--- config.mk ---
export PLATFORM = sky130hd
export DESIGN_NAME = mux_scan_flat
export DESIGN_NICKNAME = d
export VERILOG_FILES = /design/src/rtl/mux_scan_if.sv /design/src/rtl/mux_scan.sv /design/src/flat_wrapper.sv
export SDC_FILE = /design/constraint.sdc
export NUM_CORES = 1
export LEC_CHECK = 0
export ABC_CLOCK_PERIOD_IN_PS = 5900
export BUFFER_PORTS_ARGS = -buffer_cell sky130_fd_sc_hd__buf_4
export CORE_MARGIN = 3
export CORE_UTILIZATION = 30
export CTS_BUF_LIST = sky130_fd_sc_hd__clkbuf_16
export DETAILED_ROUTE_END_ITERATION = 10
export SLEW_MARGIN = 25
export SYNTH_ARGS = -nofsm -noshare
export SYNTH_HDL_FRONTEND = slang
export SYNTH_SLANG_ARGS = --single-unit
--- constraint.sdc ---
create_clock -name clk -period 5.9 [get_ports clk]
set_clock_uncertainty 0.15 [all_clocks]
set_input_delay 1.18 -clock clk [delete_from_list [all_inputs] [get_ports clk]]
set_output_delay 1.18 -clock clk [all_outputs]
set_load 0.1 [all_outputs]
--- src/rtl/mux_scan_if.sv ---
// Channel data, select/scan controls and registered mux outputs for mux_scan.
// The master drives the sources and controls; the slave (the mux) drives y and status.
interface mux_scan_if #(
  parameter int WIDTH = 1,
  parameter int CH    = 4
);
  localparam int SELW = $clog2(CH);

  logic [CH*WIDTH-1:0] w;
  logic [SELW-1:0]     sel;
  logic                mode;
  logic [CH-1:0]       en_mask;
  logic                hold;

  logic [WIDTH-1:0]    y;
  logic [SELW-1:0]     cur_sel;
  logic                y_valid;
  logic                ch_switch;

  modport master (
    output w, sel, mode, en_mask, hold,
    input  y, cur_sel, y_valid, ch_switch
  );

  modport slave (
    input  w, sel, mode, en_mask, hold,
    output y, cur_sel, y_valid, ch_switch
  );
endinterface

--- src/rtl/mux_scan.sv ---
// N-channel registered mux with manual select and round-robin auto scan (dwell, hold, mask).
// One cycle from any input change to y/cur_sel/y_valid; no backpressure, output updates every cycle.
module mux_scan #(
  parameter int WIDTH = 1,
  parameter int CH    = 4,
  parameter int DWELL = 100
) (
  input  logic       clk,
  input  logic       rst,
  mux_scan_if.slave  bus
);
  localparam int SELW = $clog2(CH);
  localparam int CNTW = $clog2(DWELL) + 1;
  localparam logic [CNTW-1:0] CNT_LAST = CNTW'(DWELL - 1);

  logic [SELW-1:0]  cur_q;
  logic [CNTW-1:0]  cnt_q;
  logic [WIDTH-1:0] y_q;
  logic             vld_q;
  logic             sw_q;

  logic [SELW-1:0]  nxt_sel;
  logic [CNTW-1:0]  cnt_d;
  logic [WIDTH-1:0] y_d;
  logic             vld_d;
  logic             cur_en;

  logic [SELW-1:0]  first_en;
  logic [SELW-1:0]  up_en;
  logic             up_found;
  logic [SELW-1:0]  next_en;

  // Descending scan so the last hit is the lowest index: lowest enabled overall,
  // and lowest enabled strictly above the current channel.
  always_comb begin
    first_en = cur_q;
    up_en    = cur_q;
    up_found = 1'b0;
    for (int i = CH - 1; i >= 0; i--) begin
      if (bus.en_mask[i]) begin
        first_en = SELW'(i);
        if (i > int'(cur_q)) begin
          up_en    = SELW'(i);
          up_found = 1'b1;
        end
      end
    end
    next_en = up_found ? up_en : first_en;
  end

  always_comb begin
    cur_en = 1'b0;
    for (int i = 0; i < CH; i++) begin
      if (cur_q == SELW'(i)) cur_en = bus.en_mask[i];
    end
  end

  // Selection rules; earlier branches take priority in auto mode.
  always_comb begin
    nxt_sel = cur_q;
    cnt_d   = cnt_q;
    if (!bus.mode) begin
      cnt_d = '0;
      if (int'(bus.sel) < CH) nxt_sel = bus.sel;
    end else if (bus.en_mask == '0) begin
      cnt_d = '0;
    end else if (!cur_en) begin
      nxt_sel = next_en;
      cnt_d   = '0;
    end else if (!bus.hold) begin
      if (cnt_q < CNT_LAST) begin
        cnt_d = cnt_q + CNTW'(1);
      end else begin
        nxt_sel = next_en;
        cnt_d   = '0;
      end
    end
  end

  always_comb begin
    y_d   = '0;
    vld_d = 1'b0;
    for (int i = 0; i < CH; i++) begin
      if (nxt_sel == SELW'(i)) begin
        y_d   = bus.w[i*WIDTH +: WIDTH];
        vld_d = bus.en_mask[i];
      end
    end
  end

  always_ff @(posedge clk) begin
    if (rst) begin
      cur_q <= '0;
      cnt_q <= '0;
      y_q   <= '0;
      vld_q <= 1'b0;
      sw_q  <= 1'b0;
    end else begin
      cur_q <= nxt_sel;
      cnt_q <= cnt_d;
      y_q   <= y_d;
      vld_q <= vld_d;
      sw_q  <= (nxt_sel != cur_q);
    end
  end

  assign bus.y         = y_q;
  assign bus.cur_sel   = cur_q;
  assign bus.y_valid   = vld_q;
  assign bus.ch_switch = sw_q;
endmodule

--- src/flat_wrapper.sv ---
// flat-port wrapper written by rule: the top's interface ports become plain ports
module mux_scan_flat 
#(
  parameter int WIDTH = 1,
  parameter int CH    = 4,
  parameter int DWELL = 100
)
  (clk, rst, bus_w, bus_sel, bus_mode, bus_en_mask, bus_hold, bus_y, bus_cur_sel, bus_y_valid, bus_ch_switch);
  mux_scan_if #(.WIDTH(WIDTH), .CH(CH)) bus_i ();
  input  logic clk;
  input  logic rst;
  input wire logic [$bits(bus_i.w)-1:0] bus_w;
  input wire logic [$bits(bus_i.sel)-1:0] bus_sel;
  input wire logic [$bits(bus_i.mode)-1:0] bus_mode;
  input wire logic [$bits(bus_i.en_mask)-1:0] bus_en_mask;
  input wire logic [$bits(bus_i.hold)-1:0] bus_hold;
  output wire logic [$bits(bus_i.y)-1:0] bus_y;
  output wire logic [$bits(bus_i.cur_sel)-1:0] bus_cur_sel;
  output wire logic [$bits(bus_i.y_valid)-1:0] bus_y_valid;
  output wire logic [$bits(bus_i.ch_switch)-1:0] bus_ch_switch;
  assign bus_i.w = bus_w;
  assign bus_i.sel = bus_sel;
  assign bus_i.mode = bus_mode;
  assign bus_i.en_mask = bus_en_mask;
  assign bus_i.hold = bus_hold;
  assign bus_y = bus_i.y;
  assign bus_cur_sel = bus_i.cur_sel;
  assign bus_y_valid = bus_i.y_valid;
  assign bus_ch_switch = bus_i.ch_switch;
  mux_scan #(.WIDTH(WIDTH), .CH(CH), .DWELL(DWELL)) u_core (.clk(clk), .rst(rst), .bus(bus_i));
endmodule
# Word-level counts from Yosys, hierarchy flattened
# Cells that the tools add are included.
# totals
ff_bits	13
input_bits	14
out_inout_bits	5
# classes
n_addsub	1
n_lt_le_gt_ge	4
eq_ne	7
n_mux	35
bitwise	2
n_reduce_logical	4
# ops
cell	n
$mux 2	16
$mux 1	18
$add 8x1->8 const B	1
$eq 2x2->1 const B	4
$lt 8x7->1 const B	1
$mux 8	1
$eq 2x1->1 const B	2
$gt 2x2->1 const A	2
$logic_not 2->1	2
$logic_not 4->1	1
$reduce_or 4->1	1
$gt 1x2->1 const A	1
$ne 2x2->1	1
$not 1->1	2

# Logic depth before layout (Yosys ltp)
# Gate-level depths: netlist of run 1.
# depth
depth_word	18
mapped_depth	7

# Worst setup path before layout of run 1
# No wires, ideal clock.
# synth_timing
kind	input-to-reg
startpoint	input port bus_en_mask[3]
endpoint	register u_core.sw_q (netlist: u_core.bus.ch_switch)
setup_time_ps	70
t_arrival_ps	2536
setup_slack_ps	3144
cell_stages	7
path_buffers	1
path_cell_list	buf_2 mux4_2 o211a_2 o21ai_1 o211ai_2 xor2_1 a21oi_1
# synth_via
elab_chain_len	12
# synth_rtl
element	line_no	rtl
start, declared	flat_wrapper.sv:15	input wire logic [$bits(bus_i.en_mask)-1:0] bus_en_mask;
$mux 2 / $mux 1 (equally long branches)	mux_scan.sv:40	if (bus.en_mask[i]) begin
$mux 2 / $mux 1 (equally long branches)	mux_scan.sv:42	if (i > int'(cur_q)) begin
$mux 2 / $mux 1 (equally long branches)	mux_scan.sv:40	
$mux 2 / $mux 1 (equally long branches)	mux_scan.sv:42	
$mux 2 / $mux 1 (equally long branches)	mux_scan.sv:40	
$mux 2	mux_scan.sv:48	next_en = up_found ? up_en : first_en;
$mux 2	mux_scan.sv:71	if (cnt_q < CNT_LAST) begin
$mux 2	mux_scan.sv:70	end else if (!bus.hold) begin
$mux 2	mux_scan.sv:67	end else if (!cur_en) begin
$mux 2 (*)	mux_scan.sv:65	end else if (bus.en_mask == '0) begin
$mux 2 (*)	mux_scan.sv:62	if (!bus.mode) begin
$ne 2x2->1 (*)	mux_scan.sv:103	sw_q <= (nxt_sel != cur_q);
end signal, assigned	mux_scan.sv:103	
end, declared	mux_scan.sv:20	logic sw_q;
# Every way passes the cells marked *; elsewhere a longest branch is shown, timed or not.
# A chain may end at the register's enable or synchronous reset.

# Worst setup path in the final report of run 1
# layout_timing
startpoint	input port bus_en_mask[3]
endpoint	register u_core.y_q (netlist: u_core.bus.y)
# layout_via
elab_chain_len	16
# layout_rtl
element	line_no	rtl
$mux 2 / $mux 1 (equally long branches)	mux_scan.sv:40	
$mux 2 / $mux 1 (equally long branches)	mux_scan.sv:42	
$mux 2 / $mux 1 (equally long branches)	mux_scan.sv:40	
$mux 2 / $mux 1 (equally long branches)	mux_scan.sv:42	
$mux 2 / $mux 1 (equally long branches)	mux_scan.sv:40	
$mux 2	mux_scan.sv:48	
$mux 2	mux_scan.sv:71	
$mux 2	mux_scan.sv:70	
$mux 2	mux_scan.sv:67	
$mux 2 (*)	mux_scan.sv:65	
$mux 2 (*)	mux_scan.sv:62	
$logic_not 2->1	mux_scan.sv:84	if (nxt_sel == SELW'(i)) begin
$mux 1 (3 in a row)	mux_scan.sv:84	
$mux 1 (*)	mux_scan.sv:84	
end signal, assigned	mux_scan.sv:101	y_q <= y_d;
end, declared	mux_scan.sv:18	logic [WIDTH-1:0] y_q;
# Marks and branches as above.

==> flow_metrics.tcl, run 1 <==
set metrics [dict create \
    outcome "completed" \
    placement.io_buffers 18 \
    maximum_clock_frequency_mhz 376 \
    syn_area_per_cell_um2 9.38 \
    drive_above_1_share_pct 27.9 \
    worst_hold_endpoint "u_core.cnt_q[7]$_SDFFE_PP0N_" \
    clock_path_buffers 2 \
    cts_htree_levels 1 \
    netlist_top_cells_area "sky130_fd_sc_hd__dfxtp_1, sky130_fd_sc_hd__mux2i_1, sky130_fd_sc_hd__nor2_1" \
    layout_utilization_pct 41.1 \
    post-route-drc-count 0 \
    final_net_count 120 \
    fp-row-count 18 \
    final_antenna_net_count 0 \
    slew_violations 0 \
    synth_async_sr_flop_share_pct 0 \
    synth.most_common_cell "sky130_fd_sc_hd__dfxtp_1" \
    sequential_to_total_area_share_from_yosys_stat_pct 32.7 \
    crit_slowest_cell "sky130_fd_sc_hd__mux4_2" \
    setup-tns-final_ns 0 \
    floorplan.die_area_um2 3310 \
    cp_slowest_stage_delay_ns 0.51 \
    critPathMaxFanout 9 \
    ys_ff_latch 13 \
    worst_hold_startpoint "u_core.cnt_q[7]$_SDFFE_PP0N_" \
    r2r-start "u_core.bus.cur_sel[0]$_SDFF_PP0_" \
    worst-endpoint-required_ns 5.89 \
    drt_pass1_iterations 4 \
    cts_hold_buf 0 \
    period_utilization_pct 45.1 \
    startpoint_type "primary input" \
    clock_sink_count 13 \
    number_of_antenna_violations_at_the_first_check_in_global_routing 0 \
    core_area_um2 2500 \
    synth.yosys.warnings 0 \
    totalPowerFinal_mw 0.305 \
    detail_route.vias_per_cell 5.21 \
    place_area_um2 948 \
    ir_worst_vdd_mv 0.222 \
    synth_net_count 100 \
    crit_top_cell "sky130_fd_sc_hd__o211ai_2" \
    place.detailed.hpwl_mm 1.25 \
    gp_congestion 0.749 \
    final_cell_count_no_fill 134 \
    cts_inserted_buffers 3 \
    finalSetupViolations 0 \
    worst-setup-path-type "in2reg" \
    number_of_flops_mapped_to_enable_cells_by_yosys 0 \
    cts.clk_slew.worst_paths_ns 0.04 \
    critical_path_end_type "flop" \
    total_routing_usage_gr_pct 11.4 \
    routed_wl_mm 1.71 \
    grt_pass1_wl_mm 2.94 \
    number_of_global_route_vias_before_repair 674 \
    layout_min_cycle_time_ns 2.66 \
    syn_area_um2 797 \
    cap_viol_max_count 0 \
    synth.top_cell.area_share_pct 32.7 \
    worst_r2r_path_depth 6 \
    power_density_nw_per_um2 296 \
    instance_count_along_the_most_critical_hold_path 1 \
    stdcell_area_um2 1030 \
    timing.critical_path.cells "buf_4, mux4_2, o211ai_2, o2111ai_1, o211ai_2, a21oi_1, a221oi_1" \
    routed-via-count 698 \
    rsz0062_at_grt "false" \
    worstSkewPairLatency_ns 0.24 \
    avgRoutedWirePerCell_um 12.7 \
    die_height_um 57.5 \
    maxSlewHeadroom_pct 70.6 \
    leakagePower_nw 0.411 \
    dieWidth_um 57.5 \
    drt_first_iter_violations 30 \
    post_synth_inst_count 85 \
    hp-class "reg2reg" \
    ctsRootBufferMaster "sky130_fd_sc_hd__clkbuf_16" \
    synth_top_cell_by_area "sky130_fd_sc_hd__dfxtp_1" \
    postCtsSetupRepairBufs 0 \
    pin_count_of_the_biggest_net_entering_global_routing 11 \
    quantity_of_gates_resized_following_cts 0 \
    num_io_pins 19 \
    overall_overflow_remaining_after_global_route 0 \
    worst_setup_path_startpoint "bus_en_mask[3]" \
    worstReg2RegEnd "u_core.bus.y$_SDFF_PP0_" \
    critPathArrivalTime_ns 2.65 \
    report.final.hold_viol_count 0 \
    antenna-diode-count 0 \
    floorplan.initialDensity_pct 31.9 \
    synth_top_flop_cell "sky130_fd_sc_hd__dfxtp_1" \
    placed_cells 130 \
    synthToLayoutAreaGrowth_pct 28.9 \
    yosysUniqueCellTypes 33 \
    timing_worst_slew_pin_value_ns 0.440 \
    ys_top_cells_by_count "sky130_fd_sc_hd__dfxtp_1, sky130_fd_sc_hd__nor2_1" \
    cts_tree "yes" \
    timing.reg2reg.setup_slack_ns 3.69 \
]
## stage by stage
stage	setup WS [ns]	hold slack, ns
final	3.24	0.363
after global routing	3.13	0.390
after CTS	3.23	0.367
after detailed placement	2.99	0.356
after global placement	3.01	0.349
after floorplan	3.14	0.332
## cell usage in the layout (no fill, tap or decap), types with 2 or more instances in the layout
master / Yosys / routed
sky130_fd_sc_hd__a21oi_1: 5 / 5
sky130_fd_sc_hd__a221oi_1: 2 / 2
sky130_fd_sc_hd__buf_4: 0 / 18
sky130_fd_sc_hd__clkbuf_16: 0 / 3
sky130_fd_sc_hd__dfxtp_1: 13 / 13
sky130_fd_sc_hd__mux2i_1: 5 / 5
sky130_fd_sc_hd__nand2_1: 5 / 5
sky130_fd_sc_hd__nand2b_1: 5 / 5
sky130_fd_sc_hd__nand3_1: 2 / 2
sky130_fd_sc_hd__nand3b_1: 2 / 2
sky130_fd_sc_hd__nor2_1: 12 / 12
sky130_fd_sc_hd__nor2b_1: 3 / 3
sky130_fd_sc_hd__o211ai_2: 2 / 2
sky130_fd_sc_hd__xnor2_1: 4 / 4
sky130_fd_sc_hd__xor2_1: 4 / 4
## sequential cells by signal, summed over array words and instances (netlist names)
name and flops:
u_core.bus.ch_switch 1, u_core.bus.cur_sel 2, u_core.bus.y 1, u_core.bus.y_valid 1, u_core.cnt_q 8
## worst max-delay path: cells and delay by family
kind,cells,cell delay (ns)
compound gates,5,0.81
mux,1,0.51
buf+inv,1,0.15
## cell type report
type / instances / area [um2]
Multi-Input combinational cell: 69 / 515
Clock buffer: 3 / 75.1
Sequential cell: 13 / 260
Fill cell: 259 / 1470
Timing Repair Buffer: 18 / 135
Tap cell: 30 / 37.5
Clock inverter: 1 / 3.75
## worst max path at each step
stage	end	slack, ns	depth (start not counted)
finish	u_core.bus.y$_SDFF_PP0_	3.24	7
global route	u_core.bus.y$_SDFF_PP0_	3.13	7
CTS	u_core.bus.y$_SDFF_PP0_	3.23	7
detailed placement	u_core.bus.y$_SDFF_PP0_	2.99	7
global placement	u_core.bus.ch_switch$_SDFF_PP0_	3.01	7
floorplan	u_core.bus.ch_switch$_SDFF_PP0_	3.14	7
## report_power, final
group | internal [mW] | switching, mW
registers | 0.0929 | 0.00544
clock network | 0.0891 | 0.0348
logic | 0.0284 | 0.0539
## kinds of logic after synthesis
logic type	count (synthesis)	share of synthesized area [%]
simple gates	34	24.0
buf+inv	3	2.67
fa+ha+maj	1	1.57
xor+xnor	8	8.79
flops	13	32.7
mux	6	9.11
compound gates	20	21.2
## metal layers
metal	part of all wire, %	GRT usage (%)	up-vias
li1	-	-	346
met1	45	14.9	336
met2	48	17.3	14
met3	6.6	4.07	2
met4	0.47	3.97	0
met5	0	0	-
(Power assumes the default switching activity.)
==> run 2: changes to the inputs <==
Settings changed: ABC_CLOCK_PERIOD_IN_PS 5900 to 2300.
Clock period 5.9 ns to 2.3 ns, I/O delays scaled along.
==> run 2 against run 1 <==
Register-to-register slack got worse by 3.5 ns. Worst hold slack got worse by 0.088 ns. Highest routed layer is now met3. First-iteration DRC count decreased by 20%. Final cell count unchanged. Die area unchanged. Largest cell class unchanged.
==> flow_metrics.tcl, run 2 (synthesis gave the netlist of run 1 again) <==
set metrics [dict create \
    outcome "completed" \
    dieWidth_um 57.5 \
    gp_congestion 0.756 \
    place_ws_ns 0.128 \
    number_of_global_route_vias_before_repair 630 \
    power_density_nw_per_um2 763 \
    startpoint_type "flop" \
    antenna-diode-count 0 \
    placement.io_buffers 18 \
    total_routing_usage_gr_pct 11.1 \
    period_utilization_pct 91.3 \
    post-route-drc-count 0 \
    cts_htree_levels 1 \
    maxSlewHeadroom_pct 74.5 \
    cap_viol_max_count 0 \
    worstReg2RegEnd "u_core.bus.y$_SDFF_PP0_" \
    layout_common_cells "sky130_fd_sc_hd__buf_4, sky130_fd_sc_hd__nor2_1, sky130_fd_sc_hd__dfxtp_1" \
    drt_pass1_iterations 3 \
    fp-row-count 18 \
    drive_above_1_share_pct 29.8 \
    critPathMaxFanout 5 \
    leakagePower_nw 0.412 \
    cts_hold_buf 0 \
    r2r-start "u_core.cnt_q[0]$_SDFFE_PP0N_" \
    maximum_clock_frequency_mhz 476 \
    hp-class "in2reg" \
    drt_first_iter_violations 24 \
    final_net_count 120 \
    overall_overflow_remaining_after_global_route 0 \
    critical_path_end_type "flop" \
    worst_hold_endpoint "u_core.bus.cur_sel[1]$_SDFF_PP0_" \
    final_antenna_net_count 0 \
    core_area_um2 2500 \
    register_bank_with_the_most_flops "u_core.cnt_q" \
    clock_sink_count 13 \
    avgRoutedWirePerCell_um 13.0 \
    report.final.hold_viol_count 0 \
    detail_route.vias_per_cell 5.07 \
    commonest_non_fill_non_tap_cell_in_the_layout "sky130_fd_sc_hd__buf_4" \
    synthToLayoutAreaGrowth_pct 29.5 \
    worst-endpoint-required_ns 2.30 \
    pin_count_of_the_biggest_net_entering_global_routing 11 \
    num_io_pins 19 \
    timing_worst_slew_pin_value_ns 0.377 \
    instance_count_along_the_most_critical_hold_path 2 \
    routed-via-count 679 \
    cts_inserted_buffers 3 \
    ctsRootBufferMaster "sky130_fd_sc_hd__clkbuf_16" \
    clock_path_buffers 2 \
    worst-setup-path-type "reg2reg" \
    critPathArrivalTime_ns 2.09 \
    grt_pass1_wl_mm 2.85 \
    rsz0062_at_grt "false" \
    postCtsSetupRepairBufs 0 \
    number_of_antenna_violations_at_the_first_check_in_global_routing 0 \
    fillers 254 \
    worstSkewPairLatency_ns 0.24 \
    floorplan.die_area_um2 3310 \
    quantity_of_gates_resized_following_cts 0 \
    die_height_um 57.5 \
    layout_min_cycle_time_ns 2.10 \
    largest_reg_flops 8 \
    worst_hold_startpoint "rst" \
    finalSetupViolations 0 \
    cts_tree "yes" \
    timing.reg2reg.setup_slack_ns 0.20 \
    cts.clk_slew.worst_paths_ns 0.04 \
    fin_ws_ns 0.201 \
    routed_wl_mm 1.74 \
    slew_violations 0 \
    floorplan.initialDensity_pct 31.9 \
    ir_worst_vdd_mv 0.491 \
    setup-tns-final_ns 0 \
    worst_r2r_path_depth 7 \
    place.detailed.hpwl_mm 1.30 \
]
-- run 2: cell count changes in the layout (fill, tap and decap cells not counted) --
cell,before,now
sky130_fd_sc_hd__dfxtp_4,0,1
sky130_fd_sc_hd__dfxtp_2,0,1
sky130_fd_sc_hd__dfxtp_1,13,11
-- run 2: power breakdown --
group	total, mW	leakage [nW]	internal (mW)	switching (mW)
Combinational	0.213	0.262	0.0730	0.140
Sequential	0.253	0.107	0.239	0.0139
Clock	0.323	0.0423	0.229	0.0935
-- run 2: worst max-delay path: stages, from the launching register on --
cell and delay [ns]:
sky130_fd_sc_hd__dfxtp_1 0.32, sky130_fd_sc_hd__ha_1 0.25, sky130_fd_sc_hd__nor4_4 0.20, sky130_fd_sc_hd__o21ai_0 0.19, sky130_fd_sc_hd__o311ai_2 0.38, sky130_fd_sc_hd__a21o_4 0.17, sky130_fd_sc_hd__mux2i_1 0.08, sky130_fd_sc_hd__a221oi_1 0.27
-- run 2: how the worst max path moves through the flow --
stage | cells after the start | start | end
floorplan | 7 | u_core.bus.cur_sel[1]$_SDFF_PP0_ | u_core.bus.ch_switch$_SDFF_PP0_
global placement | 6 | bus_en_mask[3] | u_core.bus.y$_SDFF_PP0_
detailed placement | 7 | bus_en_mask[3] | u_core.bus.y_valid$_SDFF_PP0_
CTS | 7 | u_core.cnt_q[0]$_SDFFE_PP0N_ | u_core.bus.y$_SDFF_PP0_
global route | 7 | u_core.cnt_q[0]$_SDFFE_PP0N_ | u_core.bus.y_valid$_SDFF_PP0_
finish | 7 | u_core.cnt_q[0]$_SDFFE_PP0N_ | u_core.bus.y$_SDFF_PP0_
-- run 2: final cells by class --
type,instances,area (um2),share of cell area (%)
Multi-Input combinational cell,69,515,49.9
Sequential cell,13,265,25.7
Timing Repair Buffer,18,135,13.1
Clock buffer,3,75.1,7.27
Tap cell,30,37.5,3.64
Clock inverter,1,3.75,0.364
-- run 2: metrics by stage --
step                total power [mW]  util, %  area [um2]  hold slack, ns  instances
finish                         0.788     41.3        1030           0.275        134
CTS                            0.797     41.3        1030           0.268        134
global route                   0.818     41.3        1030           0.275        134
global placement               0.467     38.1         953           0.350        130
floorplan                      0.416        -         802           0.332         85
detailed placement             0.469     38.1         953           0.354        130
-- run 2: routing by layer --
layer | global-route usage [%] | wire length (um) | share of wire (%)
met3 | 3.85 | 106 | 6.1
met1 | 14.6 | 808 | 47
met2 | 16.9 | 822 | 47
met4 | 3.97 | 0 | 0
met5 | 0 | 0 | 0
